$ cat src/rtl/periph_bus_pkg.sv
// periph_bus_pkg: shared types, widths and address helper for the peripheral bus.
// Exports: state_t (bus FSM states), DATA_W / STRB_W (cpu data and byte-enable widths),
//          win_idx() (window number of a byte address).
package periph_bus_pkg;

    typedef enum logic [1:0] {
        IDLE,
        ACCESS,
        RESP
    } state_t;

    localparam int DATA_W = 32;
    localparam int STRB_W = 4;

    // Window number of a byte address. Plain 32-bit unsigned arithmetic, so an
    // address below base wraps to a huge index; callers must still check addr >= base.
    function automatic logic [31:0] win_idx(input logic [31:0] addr,
                                            input logic [31:0] base,
                                            input int unsigned addr_w);
        return (addr - base) >> addr_w;
    endfunction

endpackage

$ cat src/rtl/periph_bus_decode.sv
// periph_bus_decode: combinational byte-address to peripheral-window decoder.
// Ports: addr_i (byte address) -> hit_o (address falls in one of the N_SLAVES windows),
//        sel_o (one-hot window select, all zero on a miss).
module periph_bus_decode
    import periph_bus_pkg::*;
#(
    parameter int          N_SLAVES  = 4,
    parameter int          ADDR_W    = 12,
    parameter logic [31:0] BASE_ADDR = 32'h1000_0000
) (
    input  logic [31:0]         addr_i,
    output logic                hit_o,
    output logic [N_SLAVES-1:0] sel_o
);

    logic [31:0] idx;

    always_comb begin
        idx   = win_idx(addr_i, BASE_ADDR, ADDR_W);
        hit_o = (addr_i >= BASE_ADDR) && (idx < 32'(N_SLAVES));
        sel_o = '0;
        if (hit_o) begin
            sel_o = N_SLAVES'(1) << idx;
        end
    end

endmodule

$ cat src/rtl/periph_bus.sv
// periph_bus: address-decoded, handshaked cpu-to-peripheral bus, one transaction in flight.
// Ports: cpu side req/we/addr/wdata/wstrb in, ack/err/rdata out; peripheral side one-hot
//        p_sel plus registered we/addr/wdata/wstrb out, per-slave p_ack and p_rdata slices in.
// Optional: define PERIPH_BUS_TIMEOUT_EN to error out ACCESS after TIMEOUT cycles without ack.
// System wiring: uart sits on window 0, led on window 1; each peripheral uses
// p_sel_o[k] & p_we_o as its write strobe.
module periph_bus
    import periph_bus_pkg::*;
#(
    parameter int          N_SLAVES  = 4,
    parameter int          ADDR_W    = 12,
    parameter logic [31:0] BASE_ADDR = 32'h1000_0000,
    parameter int          TIMEOUT   = 255
) (
    input  logic                         clk_i,
    input  logic                         rstn_i,
    input  logic                         req_i,
    input  logic                         we_i,
    input  logic [31:0]                  addr_i,
    input  logic [DATA_W-1:0]            wdata_i,
    input  logic [STRB_W-1:0]            wstrb_i,
    output logic                         ack_o,
    output logic                         err_o,
    output logic [DATA_W-1:0]            rdata_o,
    output logic [N_SLAVES-1:0]          p_sel_o,
    output logic                         p_we_o,
    output logic [ADDR_W-1:0]            p_addr_o,
    output logic [DATA_W-1:0]            p_wdata_o,
    output logic [STRB_W-1:0]            p_wstrb_o,
    input  logic [N_SLAVES-1:0]          p_ack_i,
    input  logic [N_SLAVES*DATA_W-1:0]   p_rdata_i
);

    state_t                state_q, state_d;
    logic [N_SLAVES-1:0]   sel_q,   sel_d;
    logic                  we_q,    we_d;
    logic [ADDR_W-1:0]     addr_q,  addr_d;
    logic [DATA_W-1:0]     wdata_q, wdata_d;
    logic [STRB_W-1:0]     wstrb_q, wstrb_d;
    logic [DATA_W-1:0]     rdata_q, rdata_d;
    logic                  err_q,   err_d;

    logic                  dec_hit;
    logic [N_SLAVES-1:0]   dec_sel;
    logic [DATA_W-1:0]     rd_mux;
    logic                  slv_ack;
    logic                  expired;

    periph_bus_decode #(
        .N_SLAVES  (N_SLAVES),
        .ADDR_W    (ADDR_W),
        .BASE_ADDR (BASE_ADDR)
    ) u_decode (
        .addr_i (addr_i),
        .hit_o  (dec_hit),
        .sel_o  (dec_sel)
    );

    // sel_q is one-hot, so OR-ing the selected slices is a plain mux.
    always_comb begin
        rd_mux = '0;
        for (int k = 0; k < N_SLAVES; k++) begin
            if (sel_q[k]) begin
                rd_mux = rd_mux | p_rdata_i[k*DATA_W +: DATA_W];
            end
        end
    end

    // Only the selected peripheral may complete the access.
    assign slv_ack = |(p_ack_i & sel_q);

`ifdef PERIPH_BUS_TIMEOUT_EN
    logic [7:0] cnt_q, cnt_d;

    // Counter holds 0 in the first ACCESS cycle, so TIMEOUT-1 marks the last one.
    assign expired = (cnt_q == 8'(TIMEOUT - 1));
`else
    logic unused_timeout;

    assign unused_timeout = (TIMEOUT != 0);
    assign expired        = 1'b0;
`endif

    always_comb begin
        state_d = state_q;
        sel_d   = sel_q;
        we_d    = we_q;
        addr_d  = addr_q;
        wdata_d = wdata_q;
        wstrb_d = wstrb_q;
        rdata_d = rdata_q;
        err_d   = err_q;
`ifdef PERIPH_BUS_TIMEOUT_EN
        cnt_d   = cnt_q;
`endif
        case (state_q)
            IDLE: begin
                if (req_i) begin
                    we_d    = we_i;
                    addr_d  = addr_i[ADDR_W-1:0];
                    wdata_d = wdata_i;
                    wstrb_d = wstrb_i;
`ifdef PERIPH_BUS_TIMEOUT_EN
                    cnt_d   = 8'd0;
`endif
                    if (dec_hit) begin
                        sel_d   = dec_sel;
                        err_d   = 1'b0;
                        state_d = ACCESS;
                    end else begin
                        rdata_d = '0;
                        err_d   = 1'b1;
                        state_d = RESP;
                    end
                end
            end
            ACCESS: begin
`ifdef PERIPH_BUS_TIMEOUT_EN
                cnt_d = cnt_q + 8'd1;
`endif
                // A completing ack takes priority over an expiring timeout.
                if (slv_ack) begin
                    rdata_d = we_q ? '0 : rd_mux;
                    sel_d   = '0;
                    err_d   = 1'b0;
                    state_d = RESP;
                end else if (expired) begin
                    rdata_d = '0;
                    sel_d   = '0;
                    err_d   = 1'b1;
                    state_d = RESP;
                end
            end
            RESP: begin
                state_d = IDLE;
            end
            default: begin
                state_d = IDLE;
            end
        endcase
    end

    always_ff @(posedge clk_i or negedge rstn_i) begin
        if (!rstn_i) begin
            state_q <= IDLE;
            sel_q   <= '0;
            we_q    <= 1'b0;
            addr_q  <= '0;
            wdata_q <= '0;
            wstrb_q <= '0;
            rdata_q <= '0;
            err_q   <= 1'b0;
`ifdef PERIPH_BUS_TIMEOUT_EN
            cnt_q   <= 8'd0;
`endif
        end else begin
            state_q <= state_d;
            sel_q   <= sel_d;
            we_q    <= we_d;
            addr_q  <= addr_d;
            wdata_q <= wdata_d;
            wstrb_q <= wstrb_d;
            rdata_q <= rdata_d;
            err_q   <= err_d;
`ifdef PERIPH_BUS_TIMEOUT_EN
            cnt_q   <= cnt_d;
`endif
        end
    end

    // RESP lasts exactly one cycle, which makes ack_o a single-cycle pulse.
    assign ack_o     = (state_q == RESP);
    assign err_o     = ack_o & err_q;
    assign rdata_o   = rdata_q;
    assign p_sel_o   = sel_q;
    assign p_we_o    = we_q;
    assign p_addr_o  = addr_q;
    assign p_wdata_o = wdata_q;
    assign p_wstrb_o = wstrb_q;

endmodule

$ cat config.mk
export PLATFORM = sky130hd
export DESIGN_NAME = periph_bus
export DESIGN_NICKNAME = d
export VERILOG_FILES = /design/src/rtl/periph_bus_pkg.sv /design/src/rtl/periph_bus_decode.sv /design/src/rtl/periph_bus.sv
export SDC_FILE = /design/constraint.sdc
export NUM_CORES = 1
export LEC_CHECK = 0
export CORE_MARGIN = 4
export CORE_UTILIZATION = 36
export CTS_BUF_LIST = sky130_fd_sc_hd__clkbuf_4 sky130_fd_sc_hd__clkbuf_8 sky130_fd_sc_hd__clkbuf_16
export CTS_CLUSTER_SIZE = 28
export DETAILED_ROUTE_END_ITERATION = 12
export PLACE_DENSITY = 0.89
export SLEW_MARGIN = 10
export SYNTH_ARGS = -nofsm -noshare
export SYNTH_HDL_FRONTEND = slang
export SYNTH_SLANG_ARGS = --single-unit
$ cat constraint.sdc
create_clock -name clk_i -period 1.9 [get_ports clk_i]
set_input_delay 0.38 -clock clk_i [delete_from_list [all_inputs] [get_ports clk_i]]
set_output_delay 0.38 -clock clk_i [all_outputs]
set_load 0.02 [all_outputs]
==> flow_summary.toml, run 1 <==
[run_status]
status = "finished with violations"
violations = "negative setup slack"

[cells_and_area]
multi_input_area_um2 = 2086
regArea_um2 = 2202
layout_common_cells = "268 x clkdlybuf4s50_1, 88 x dfrtp_1, 38 x mux2_2"
drive_gt1_share_pct = 24.48
areaGrowthSynthToFinish_pct = 88.69
fin_area_um2 = 8117
layout.cells.non_filler = 772
layout_commonest_cell = "clkdlybuf4s50_1"
fill_cells = 828
nets = 832
final_util_pct = 70.18
diodes = 0

[place]
io_buffers = 290
hpwlAfterDp_um = 12700
place_congestion = 0.9087
dpl_worst_slack_ns = -0.7940
dp_cells = 744
placed_area_um2 = 7528

[synth]
ys_warn_count = 0
syn_area_um2 = 4302
ys_ff_latch = 88
yosysUniqueCellTypes = 37
async_reset_ff_share_pct = 100.0
seq_area_frac_synth_pct = 51.19
synth_ff_type = "dfrtp_1"
post-synth-top-area-fraction_pct = 51.19
synth_area_leader_cell = "dfrtp_1"
synthCells = 311
synth_nets = 518
avgSynthCellArea_um2 = 13.83
synth-edff-count = 0
synth_area_leaders = "dfrtp_1 51%, o2bb2ai_2 10%, mux2_2 9.9%"

[power]
vdd_drop_max_v = 0.0005879
p_leak_uw = 0.003246
p_per_area_nw_per_um2 = 792.5

[sta]
fmax_mhz = 477.9
worst_slew_pin_slew_ns = 0.4934
rsz0062_at_grt = "yes"
report.final.slew_viol_count = 0
fin_skew_ns = 0.007167
hold_ws_ns = 0.4893
period_share_pct = 110.1
setup_slack_ns = -0.1926
setup_viol = 37
fin_crit_ns = 2.093
slew_headroom_pct = 67.11
hold_viol = 0

[worst_hold_path]
hold_path.class = "flop to flop"

[grt]
grt_pass1_wl_um = 26270
overflow = 0
grt_start_max_net_pins = 44
antenna_found_initial = 0
grt_pass1_vias = 4671
gr-usage-all-layers_pct = 24.05

[clocking]
cts_buffers = 9
clock-sinks = 88
cts_root_buffer = "clkbuf_16"
clkLatencyLatePin_ns = 0.33
htree_levels = 3
cts_tree = "built"
clk_pin_slew_ns = 0.06
clk_path_buf_depth = 2

[critical_path]
start_kind = "primary input"
crit_type = "primary input to flop"
required_ns = 2.16
arrival_ns = 2.35
path_max_fanout = 8
endpoint_kind = "flop"

[route]
vias_per_cell = 5.377
detail-route-antenna-nets = 0
detail_route.wl_per_cell_um = 21.59
firstDrtPassIters = 4
drtIter0Drc = 120
route.detailed.drc = 0
num_vias = 4151
routed_wl_um = 16670

[floorplan]
core_region_area_um2 = 11560
fp-row-count = 39
die_x_um = 117.3
initial_utilization_pct = 37.20
dieArea_um2 = 13760
die_h_um = 117.3
ios = 291

[run]
maxCapViolations = 0
==> worst paths after layout <==
| kind | start | endpoint | slack (ns) | cells after the start |
|---|---|---|---|---|
| worst max-delay path | addr_i[24] | rdata_o[23] | -0.19 | 9 |
| worst min-delay path | p_wdata_o[22] | p_wdata_o[22] | 0.49 | 1 |
| worst max register to register | p_sel_o[1] | rdata_o[23] | 0.05 | 8 |
| worst min register to register | p_wdata_o[22] | p_wdata_o[22] | 0.49 | 1 |
| max in group asynchronous | rstn_i | rdata_o[14] | 0.79 | 3 |
| min in group asynchronous | rstn_i | p_wdata_o[21] | 0.52 | 2 |
==> per-stage QoR <==
step / TNS, ns / power (uW)
2_1_floorplan: -5.907 / 3133
3_3_place_gp: -26.22 / 4319
3_5_place_dp: -30.07 / 4383
4_1_cts: -3.307 / 6497
5_1_grt: -5.628 / 6732
6_report: -4.991 / 6432
==> metal layers <==
layer	vias up	share of wire, %	wire (um)	global-route usage (%)
met5	-	0	0	0
met4	0	3.3	549	10.12
met3	35	8.0	1330	8.229
met2	203	51	8579	42.27
met1	2044	37	6206	26.52
li1	1869	-	-	-
==> synthesized netlist by cell type (all sizes together) (2+ instances only) <==
library cell and count:
dfrtp 88, mux2 53, a22o 34, a221oi 32
o2bb2ai 32, clkbuf 23, inv 5, nor2 5
o21ai 5, buf 4, ha 3, nand2 3
or4 3, and3b 2, nand2b 2, nor3b 2
o31ai 2, or2 2
==> registers in the layout, indices dropped and copies added, names as in the netlist <==
register and count:
rdata_o 32, p_addr_o 12, p_sel_o 4, err_q 1, state_q 2, p_wstrb_o 4
p_wdata_o 32, p_we_o 1
==> power breakdown <==
group | internal (uW) | switching [uW] | total, uW
sequential | 2160 | 155 | 2320
combinational | 1230 | 899 | 2130
clock | 1270 | 707 | 1980
==> area by class of cell <==
cell class              count  share of cell area, %
flip-flops and latches     88                  27.13
clock inverters             6                  1.341
inverters                   5                 0.2312
multi-input cells         191                  25.70
clock buffers               9                  2.775
repair buffers            330                  40.62
well taps                 143                  2.204
==> timing repair <==
item / 4_1_cts / 5_1_grt
pin swaps: 10 / 2
gates cloned: 2 / 1
buffers inserted: 8 / 3
gates resized for setup: 67 / 3
hold buffers: 1 / 0
endpoints found under the setup margin: 44 / 37
endpoints found under the hold margin: 28 / 0
==> critical path, cell delays in order <==
cell and delay [ns]:
clkdlybuf4s15_1 0.20, or4_4 0.45, o41ai_4 0.42, o2111ai_4 0.20, o21ai_4 0.20, buf_6 0.14, buf_12 0.10, buf_12 0.14
o2bb2ai_4 0.11
==> cell families after synthesis <==
logic type      share of synthesized area (%)
simple gates                            3.433
flops                                   51.19
compound gates                          27.31
mux                                     13.87
buf+inv                                 3.315
fa+ha+maj                              0.8727
Note: power is estimated with default switching activity, not from simulation.
==> run 2: changes to the inputs <==
- CORE_UTILIZATION: 36 -> 25
- PLACE_DENSITY: 0.89 -> 0.7
- clock period: 1.9 -> 1.8 ns (I/O delays scaled with it)
==> run 2 against run 1 <==
Against the previous run: the run still ends with negative setup slack left; utilization is 21 points lower; wire length is 2.8% lower; final area is 0.72% higher; highest routed layer unchanged; combinational power is 4% higher; largest power group unchanged; critical path type unchanged; die area is 41% higher; final cell count is 9.7% higher.
==> flow_summary.toml, run 2 (synthesis gave the netlist of run 1 again) <==
[clocking]
clkLatencyLatePin_ns = 0.34
clk_pin_slew_ns = 0.06
clock-sinks = 88
cts_tree = "built"
cts_root_buffer = "clkbuf_16"
cts_buffers = 9
htree_levels = 3
clk_path_buf_depth = 2

[critical_path]
crit_type = "primary input to flop"
endpoint_kind = "flop"
path_buf_inv = 3
path_cells = "buf_6, or4_4, o41ai_4, o2111ai_4, o21ai_4, buf_6, buf_8, o2bb2ai_4"
required_ns = 2.06
crit_slowest_cell = "or4_4"
start_kind = "primary input"
slowest_delay_ns = 0.55
cp_top_family = "compound AO/OA/AOI/OAI gates"
arrival_ns = 2.21
path_max_fanout = 5
critPathMostFrequentCell = "buf_6"
r2r_slack_ns = 0.10

[sta]
hold_viol = 0
rsz0062_at_grt = "yes"
setup_slack_ns = -0.1494
setup_viol = 38
fin_skew_ns = 0.007213
report.final.slew_viol_count = 0
slew_headroom_pct = 65.09
worst_slew_pin_slew_ns = 0.5236
period_share_pct = 108.3
fin_crit_ns = 1.949
tns_ns = -4.449
fmax_mhz = 513.0

[floorplan]
die_h_um = 139.2
ios = 291
die_x_um = 139.2
core_region_area_um2 = 16700
initial_utilization_pct = 25.76
dieArea_um2 = 19370
fp-row-count = 47

[run]
maxCapViolations = 0

[route]
detail_route.wl_per_cell_um = 19.12
firstDrtPassIters = 4
routed_wl_um = 16190
drtIter0Drc = 124
num_vias = 4083
detail-route-antenna-nets = 0
vias_per_cell = 4.821
route.detailed.drc = 0

[place]
place_congestion = 0.9630
io_buffers = 290
dpl_worst_slack_ns = -0.8170
hpwlAfterDp_um = 12400

[grt]
grt_start_max_net_pins = 51
overflow = 0
grt_pass1_wl_um = 25860
antenna_found_initial = 0
gr-usage-all-layers_pct = 16.60
grt_pass1_vias = 4570

[cells_and_area]
layout_common_cells = "268 x clkdlybuf4s50_1, 88 x dfrtp_1, 38 x mux2_2"
areaGrowthSynthToFinish_pct = 90.05
layout_commonest_cell = "clkdlybuf4s50_1"
diodes = 0
drive_gt1_share_pct = 24.40
nets = 830
final_util_pct = 48.95

[run_status]
status = "finished with violations"
violations = "negative setup slack"

[power]
p_total_uw = 6561
p_leak_uw = 0.003258
vdd_drop_max_v = 0.0004781
p_per_area_nw_per_um2 = 802.5

[worst_hold_path]
hold_path.class = "flop to flop"
## run 2: worst paths after layout
check                           endpoint           from  cells past startpoint
max                           rdata_o[1]     addr_i[27]                      8
min                        p_wdata_o[20]  p_wdata_o[20]                      1
max reg2reg                   rdata_o[8]     p_sel_o[2]                      7
min reg2reg                p_wdata_o[20]  p_wdata_o[20]                      1
max in group asynchronous     state_q[1]         rstn_i                      3
min in group asynchronous    p_addr_o[5]         rstn_i                      2
## run 2: repair_timing
item / 4_1_cts / 5_1_grt
resized for setup: 58 / 24
pin swaps: 14 / 9
endpoints found under the hold margin: 31 / 0
cloned: 4 / 0
setup endpoints to repair: 41 / 42
hold buffers: 1 / 0
setup buffers: 12 / 1
## run 2: cell type report
cell class              instances  area, um2
well taps                     220      275.3
inverters                       5      18.77
flip-flops and latches         88       2202
fillers                      1481       8526
clock buffers                  11      252.7
repair buffers                328       3266
clock inverters                 4      52.55
multi-input cells             191       2108
## run 2: metrics by stage
step | instances | hold slack (ns) | cell area (um2)
after floorplan | 311 | 0.06441 | 4302
after global placement | 820 | 0.3305 | 7617
after detailed placement | 820 | 0.3413 | 7617
after CTS | 852 | 0.4916 | 8197
after global routing | 847 | 0.5099 | 8175
final | 847 | 0.4914 | 8175
## run 2: metal layers
metal	global-route usage [%]	wire [um]	vias to the layer above
li1	-	-	1860
met1	19.50	6363	1978
met2	27.64	7896	213
met3	6.448	1503	32
met4	6.025	431	0
met5	0	0	-
## run 2: report_power, final
part | internal, uW | switching (uW) | leakage (uW) | total [uW]
registers | 2280 | 161 | 0.00111 | 2450
logic | 1280 | 936 | 0.00199 | 2210
clock network | 1150 | 755 | 0.000152 | 1900
total | 4710 | 1850 | 0.00326 | 6560
